File: src/rtl/multicycle_ctrl.sv
// Multicycle MIPS-subset control unit: FETCH/DECODE/EXEC/MEM/WB sequencer with memory handshake.
// Only the state is registered; every output is decoded combinationally from state and inputs.
module multicycle_ctrl #(
  parameter bit ILLEGAL_HALT = 1'b1
) (
  input  logic       clk,
  input  logic       reset,
  input  logic [5:0] opcode,
  input  logic [5:0] funct,
  input  logic       zero,
  input  logic       mem_ready,
  output logic       pc_we,
  output logic       ir_we,
  output logic       rf_we,
  output logic       dm_we,
  output logic [1:0] pc_src,
  output logic [1:0] alu_op,
  output logic       reg_dst,
  output logic       mem_to_reg,
  output logic [2:0] state,
  output logic       retire
);

  typedef enum logic [2:0] {
    StFetch  = 3'd0,
    StDecode = 3'd1,
    StExec   = 3'd2,
    StMem    = 3'd3,
    StWb     = 3'd4,
    StHalt   = 3'd7
  } state_e;

  localparam logic [5:0] OpRtype = 6'b000000;
  localparam logic [5:0] OpOri   = 6'b001101;
  localparam logic [5:0] OpLui   = 6'b001111;
  localparam logic [5:0] OpLw    = 6'b100011;
  localparam logic [5:0] OpSw    = 6'b101011;
  localparam logic [5:0] OpBeq   = 6'b000100;
  localparam logic [5:0] OpJ     = 6'b000010;
  localparam logic [5:0] FnAddu  = 6'b100001;
  localparam logic [5:0] FnSubu  = 6'b100011;

  localparam logic [1:0] AluAdd = 2'd0;
  localparam logic [1:0] AluSub = 2'd1;
  localparam logic [1:0] AluOr  = 2'd2;
  localparam logic [1:0] AluLui = 2'd3;

  localparam logic [1:0] PcPlus4  = 2'd0;
  localparam logic [1:0] PcBranch = 2'd1;
  localparam logic [1:0] PcJump   = 2'd2;

  state_e state_q, state_d;

  logic is_rtype, is_addu, is_subu, is_ori, is_lui;
  logic is_lw, is_sw, is_beq, is_j, is_alu, is_legal;
  logic [1:0] inst_alu_op;

  // Instruction decode; opcode/funct are IR fields and stable after FETCH.
  always_comb begin
    is_rtype = (opcode == OpRtype);
    is_addu  = is_rtype && (funct == FnAddu);
    is_subu  = is_rtype && (funct == FnSubu);
    is_ori   = (opcode == OpOri);
    is_lui   = (opcode == OpLui);
    is_lw    = (opcode == OpLw);
    is_sw    = (opcode == OpSw);
    is_beq   = (opcode == OpBeq);
    is_j     = (opcode == OpJ);
    is_alu   = is_addu || is_subu || is_ori || is_lui;
    is_legal = is_alu || is_lw || is_sw || is_beq || is_j;

    inst_alu_op = AluAdd;
    if (is_subu || is_beq) begin
      inst_alu_op = AluSub;
    end else if (is_ori) begin
      inst_alu_op = AluOr;
    end else if (is_lui) begin
      inst_alu_op = AluLui;
    end
  end

  always_ff @(posedge clk or negedge reset) begin
    if (!reset) begin
      state_q <= StFetch;
    end else begin
      state_q <= state_d;
    end
  end

  always_comb begin
    state_d    = state_q;
    pc_we      = 1'b0;
    ir_we      = 1'b0;
    rf_we      = 1'b0;
    dm_we      = 1'b0;
    retire     = 1'b0;
    pc_src     = PcPlus4;
    alu_op     = AluAdd;
    reg_dst    = 1'b0;
    mem_to_reg = 1'b0;

    case (state_q)
      StFetch: begin
        if (mem_ready) begin
          ir_we   = 1'b1;
          pc_we   = 1'b1;
          state_d = StDecode;
        end
      end

      StDecode: begin
        if (is_j) begin
          pc_we   = 1'b1;
          pc_src  = PcJump;
          retire  = 1'b1;
          state_d = StFetch;
        end else if (!is_legal) begin
          if (ILLEGAL_HALT) begin
            state_d = StHalt;
          end else begin
            retire  = 1'b1;
            state_d = StFetch;
          end
        end else begin
          state_d = StExec;
        end
      end

      StExec: begin
        alu_op = inst_alu_op;
        if (is_beq) begin
          pc_src  = PcBranch;
          pc_we   = zero;
          retire  = 1'b1;
          state_d = StFetch;
        end else if (is_lw || is_sw) begin
          state_d = StMem;
        end else if (is_alu) begin
          state_d = StWb;
        end else begin
          state_d = StFetch;
        end
      end

      StMem: begin
        // Address computed in EXEC stays on the ALU for the whole access.
        alu_op = inst_alu_op;
        if (mem_ready) begin
          if (is_sw) begin
            dm_we   = 1'b1;
            retire  = 1'b1;
            state_d = StFetch;
          end else begin
            state_d = StWb;
          end
        end
      end

      StWb: begin
        alu_op     = inst_alu_op;
        rf_we      = 1'b1;
        retire     = 1'b1;
        reg_dst    = is_rtype;
        mem_to_reg = is_lw;
        state_d    = StFetch;
      end

      StHalt: begin
        state_d = StHalt;
      end

      default: begin
        state_d = StFetch;
      end
    endcase

    // The state register clears asynchronously, but FETCH with mem_ready=1 would still raise
    // enables, so they are masked directly while reset is held.
    if (!reset) begin
      pc_we  = 1'b0;
      ir_we  = 1'b0;
      rf_we  = 1'b0;
      dm_we  = 1'b0;
      retire = 1'b0;
    end
  end

  assign state = state_q;

  a_single_enable: assert property (@(posedge clk) disable iff (!reset)
    (state_q != StFetch) |-> $onehot0({pc_we, ir_we, rf_we, dm_we}));

  a_halt_quiet: assert property (@(posedge clk) disable iff (!reset)
    (state_q == StHalt) |-> !(pc_we || ir_we || rf_we || dm_we || retire));

endmodule

File: config.mk
export PLATFORM = sky130hd
export DESIGN_NAME = multicycle_ctrl
export DESIGN_NICKNAME = d
export VERILOG_FILES = /design/src/rtl/multicycle_ctrl.sv
export SDC_FILE = /design/constraint.sdc
export NUM_CORES = 1
export LEC_CHECK = 0
export ABC_AREA = 1
export CAP_MARGIN = 20
export CORE_MARGIN = 5
export CORE_UTILIZATION = 35
export DETAILED_ROUTE_END_ITERATION = 7
export PLACE_DENSITY = 0.81
export SYNTH_ARGS = -nofsm -noshare
export SYNTH_HDL_FRONTEND = slang
export SYNTH_SLANG_ARGS = --single-unit
File: constraint.sdc
create_clock -name clk -period 1.3 [get_ports clk]
set_input_delay 0.13 -clock clk [delete_from_list [all_inputs] [get_ports clk]]
set_output_delay 0.13 -clock clk [all_outputs]
set_load 0.005 [all_outputs]
==> results of run 1 <==
[metal layers]
layer,wire length [um],up-vias,GRT usage
li1,-,462,-
met1,1160,469,0.283
met2,1400,58,0.427
met3,233,20,0.0369
met4,122,0,0.161
met5,0,-,0
[metrics by stage]
| stage | total power, mW | cells | hold WS, ns | util |
|---|---|---|---|---|
| finish | 1.34 | 191 | 0.232 | 0.887 |
| global route | 1.41 | 191 | 0.238 | 0.887 |
| CTS | 1.25 | 191 | 0.184 | 0.864 |
| detailed placement | 0.885 | 170 | 0.424 | 0.753 |
| global placement | 0.861 | 170 | 0.416 | 0.753 |
| floorplan | 0.482 | 100 | -0.166 | - |
[repair_timing]
item / in CTS / in global routing
resized for setup: 68 / 32
gates cloned: 0 / 0
setup endpoints to repair: 15 / 16
buffers inserted: 18 / 1
hold endpoints to repair: 0 / 0
pin swaps: 14 / 12
[how the worst max path moves through the flow]
stage	startpoint	to	slack [ns]
after global routing	state[1]$_DFFE_PN0P_	retire	-0.29
after floorplan	state[2]$_DFFE_PN0P_	pc_we	0.12
after global placement	opcode[4]	pc_we	-0.63
after detailed placement	opcode[2]	retire	-0.67
final	state[1]$_DFFE_PN0P_	retire	-0.25
after CTS	state[1]$_DFFE_PN0P_	retire	-0.20
[worst reg2reg max path, cell delays in order (launching register included)]
cell and delay, ns:
dfrtp_2 0.43, nand2_1 0.14, nor2_2 0.06, buf_4 0.12, buf_4 0.12, nand2_1 0.08, nand2_1 0.06, nor2_1 0.13
nand2_1 0.09, nand2_1 0.06, nand2_1 0.04
[placed cells by master (no fill, tap or decap)]
cell type,count
clkbuf_1,1
nor2_1,11
o31ai_2,1
nand3_2,3
o21ai_1,1
dfrtp_2,2
clkbuf_4,3
dlygate4sd2_1,1
nor3_2,3
inv_1,15
dlymetal6s2s_1,7
clkdlybuf4s15_1,1
o21ai_2,1
buf_4,41
a21oi_1,2
clkbuf_2,5
nor3_1,1
buf_6,4
nand4_1,3
nand2_1,25
nor2_2,9
buf_2,10
nor2_4,3
clkdlybuf4s50_1,3
dfrtp_1,1
nand2_2,6
a31oi_1,1
inv_2,5
nor3_4,1
nand3_1,6
[cell families (layout without fill, tap and decap cells)]
logic type | after synthesis | count (layout) | synth area share
simple gates | 71 | 71 | 0.641
buf+inv | 20 | 96 | 0.146
compound gates | 6 | 6 | 0.0658
flops | 3 | 3 | 0.146
[power breakdown]
| part | leakage [nW] | total, mW | internal [mW] | switching (mW) |
|---|---|---|---|---|
| Clock | 0.0150 | 0.164 | 0.115 | 0.0491 |
| Sequential | 0.0354 | 0.205 | 0.143 | 0.0613 |
| Combinational | 0.692 | 0.974 | 0.489 | 0.485 |
[final cells by class]
cell class / instances / area [um^2]
Sequential cell: 3 / 77.6
Clock buffer: 4 / 26.3
Tap cell: 15 / 18.8
Timing Repair Buffer: 72 / 564
Multi-Input combinational cell: 77 / 435
Fill cell: 70 / 153
Inverter: 20 / 75.1
==> results.toml, run 1 <==
[drt]
vias_per_cell = 5.28
ant_nets = 0
drt_iter0_markers = 34
drc = 0
dr.pass1.iters = 4
wl_um = 2920
wire_per_inst_um = 15.3
dr_total_vias = 1009

[synthesis]
syn_area_um2 = 513
avgSynthCellArea_um2 = 5.13
synth_top_area_frac = 0.220
synthCells = 100
async_reset_ff_frac = 1.00
synth_edf_count = 0
synth_area_leader_cell = "nand2_1"
ys_types = 18
yosysMostFrequentCell = "nand2_1"
netlist_top_cells_count = "nand2_1 (30), inv_1 (17), nor2_1 (17)"
synthTopCellsByArea = "nand2_1 (22%), dfrtp_1 (15%), inv_1 (12%)"
synth_nets = 116
synthFlopType = "dfrtp_1"
synth-seq-cells = 3
yosysWarnings = 0
synth_seq_area_share = 0.146

[critical_path]
critical_path_depth = 6
cp.required_ns = 1.17
worst-r2r-setup-slack_ns = -0.14
critPathBufInv = 3
critPathKind = "reg -> out"
reg2reg_from = "state[1]$_DFFE_PN0P_"
crit_family = "flip-flops"
path_cells = "buf_6 > nor3_4 > buf_4 > nor2_1 > a31oi_1 > buf_2"
crit_path_top_delay_cell = "dfrtp_2"
start_kind = "register"
cp_max_fo = 5
cp.arrival_ns = 1.42
reg2reg_depth = 10
r2r_end = "state[0]$_DFFE_PN0P_"
cp-end-kind = "output pin"
critical-path-max-stage-delay_ns = 0.43

[die]
core_area_um2 = 1350
die_area_um2 = 2330
io_pins = 30
rows = 13
die_x_um = 48.3
fp.dieH_um = 48.3
initial_core_util = 0.380

[global_route]
grt_pass1_vias = 963
grt_max_degree = 6
grt_pass1_wl_um = 4000
grt_overflow_total = 0
antenna_found_initial = 0
track_usage = 0.249

[layout]
fin_area_um2 = 1200
synthToLayoutAreaGrowth_pct = 133
antenna_cells = 0
drive_above_1_share = 0.551
largest_reg_flops = 3
finalNetCount = 193

[clocking]
cts_buffers = 3
cts_hold_buf = 0
clk_latency_ns = 0.23
ctsHtreeMaxLevel = 1
cts_buffer_depth = 2
path_clk_slew_ns = 0.04
clock-sinks = 3
ctsRootBufferMaster = "clkbuf_4"
cts_tree = "built"

[flow_run]
drv_cap = 0

[timing]
skew_ns = 0.00599
finalCritPeriodShare = 1.20
setup_viol = 13
report.final.slew_viol_count = 0
finalHoldViolations = 0
slew_headroom = 0.804
max_freq_ghz = 0.644
finalSetupTns_ns = -1.70
worst_pin_slew_ns = 0.292
fin_ws_ns = -0.254
rsz0062_at_grt = "true"
fin_crit_ns = 1.55

[status]
violations = "setup timing"
run_status = "finished, violations left"

[placed_design]
place_ws_ns = -0.665
port_buffers = 29
place_congestion = 0.912
dp_hpwl_um = 1630
placedInstanceArea_um2 = 1020

[min_path]
hold_path_class = "in -> async"

[pwr]
p_leak_nw = 0.743
vdd_ir_drop_max_mv = 1.30
power.density_nw_per_um2 = 1120
Note: power is estimated with default switching activity, not from simulation.
==> run 2: changes to the inputs <==
- SETUP_SLACK_MARGIN: default -> 0.5
==> run 2 against run 1 <==
The run still ends with setup timing left; clock power grew 11%; routed wire length grew 37%; register-to-register slack lost 0.02 ns; worst hold slack lost 0.0062 ns; count of clock-buffer cells in the layout is the same; cell count shrank 1.6%; die area is the same; first-iteration DRC count grew to 3.1 times the previous value; critical path depth grew 3; flip-flop and latch count is the same; clock skew grew 0.010 ns; largest cell class unchanged.
==> results.toml, run 2 (same netlist as run 1, synthesis figures left out) <==
[timing]
finalHoldViolations = 0
worst_pin_slew_ns = 0.352
fin_crit_ns = 1.63
finalCritPeriodShare = 1.25
slew_headroom = 0.763
max_freq_ghz = 0.614
fin_ws_ns = -0.329
report.final.slew_viol_count = 0
setup_viol = 13
rsz0062_at_grt = "true"
skew_ns = 0.0161

[clocking]
path_clk_slew_ns = 0.05
ctsRootBufferMaster = "clkbuf_4"
ctsHtreeMaxLevel = 1
cts_hold_buf = 0
cts_buffer_depth = 2
cts_buffers = 3
clk_latency_ns = 0.25
clock-sinks = 3
cts_tree = "built"

[drt]
wire_per_inst_um = 21.2
drt_iter0_markers = 106
dr_total_vias = 1162
wl_um = 3990
ant_nets = 0
drc = 0
vias_per_cell = 6.18
dr.pass1.iters = 5

[placed_design]
place_inst = 167
place_ws_ns = -0.646
dp_hpwl_um = 1650
place_congestion = 0.864
port_buffers = 29

[pwr]
p_leak_nw = 0.701
power.density_nw_per_um2 = 1470
vdd_ir_drop_max_mv = 1.55
finalPower_mw = 1.86

[layout]
final_cell_mix = "buf_4 (27), nand2_1 (20), inv_1 (15), buf_6 (15)"
final_common_cell = "buf_4"
synthToLayoutAreaGrowth_pct = 147
drive_above_1_share = 0.570
instances_no_fill = 188
largest_reg_flops = 3
finalNetCount = 189

[die]
rows = 13
die_x_um = 48.3
initial_core_util = 0.380
io_pins = 30
core_area_um2 = 1350
die_area_um2 = 2330
fp.dieH_um = 48.3

[status]
run_status = "finished, violations left"
violations = "setup timing"

[critical_path]
start_kind = "primary input"
crit_path_top_delay_cell = "o31ai_1"
cp.required_ns = 1.17
critPathKind = "in -> out"
cp_max_fo = 3
reg2reg_depth = 10
path_cells = "dlygate4sd2_1 > inv_1 > nor2_1 > nand3_1 > inv_1 > buf_4 > o31ai_1 > inv_1 > buf_2"
cp.arrival_ns = 1.50
path_common_cell = "inv_1"
critical-path-max-stage-delay_ns = 0.35
cp-end-kind = "output pin"

[min_path]
hold_path_class = "in -> async"

[global_route]
track_usage = 0.295
grt_max_degree = 6
antenna_found_initial = 0
grt_pass1_vias = 1000
grt_pass1_wl_um = 4560
grt_overflow_total = 0

[flow_run]
drv_cap = 0
==> run 2: metrics by stage <==
step / hold WS, ns / setup TNS, ns / utilization / cell area (um^2)
6_report: 0.225 / -3.03 / 0.938 / 1270
5_1_grt: 0.196 / -3.91 / 0.936 / 1260
4_1_cts: 0.160 / -1.40 / 0.892 / 1200
3_5_place_dp: 0.420 / -6.31 / 0.753 / 1020
3_3_place_gp: 0.423 / -5.80 / 0.753 / 1020
2_1_floorplan: -0.166 / 0 / - / 534
==> run 2: what timing repair did <==
item                                    in CTS  in global routing
gates resized for setup                     94                 12
pin swaps                                   11                  5
endpoints found under the setup margin      17                 17
buffers inserted                            12                  4
==> run 2: worst max-delay path, delay by kind of cell <==
| kind | cells | cell delay (ns) |
|---|---|---|
| buf+inv | 6 | 0.84 |
| compound gates | 1 | 0.35 |
| simple gates | 2 | 0.18 |
==> run 2: area by class of cell <==
class,instances,area (um^2)
repair buffers,68,591
multi-input cells,77,475
fillers,48,83.8
flip-flops and latches,3,77.6
inverters,20,75.1
clock buffers,4,26.3
well taps,15,18.8
diodes,1,2.50
==> run 2: layer usage <==
metal / track usage / wire length [um] / vias to the layer above
met5: 0 / 0 / -
met4: 0.210 / 446 / 0
met3: 0.0480 / 499 / 54
met2: 0.513 / 1760 / 142
met1: 0.320 / 1280 / 508
li1: - / - / 458
==> run 2: path summary, 6_finish.rpt <==
path	slack, ns	end	start
max	-0.33	alu_op[0]	opcode[2]
min reg2reg	0.92	state[1]$_DFFE_PN0P_	state[1]$_DFFE_PN0P_
max in group asynchronous	0.96	state[2]$_DFFE_PN0P_	reset
min in group clk	0.70	state[1]$_DFFE_PN0P_	opcode[2]
min	0.23	state[0]$_DFFE_PN0P_	reset
max reg2reg	-0.16	state[0]$_DFFE_PN0P_	state[1]$_DFFE_PN0P_
==> run 2: power by group <==
part	internal, mW	switching, mW	leakage, nW
sequential	0.143	0.0755	0.0354
combinational	0.743	0.721	0.651
clock	0.116	0.0658	0.0150
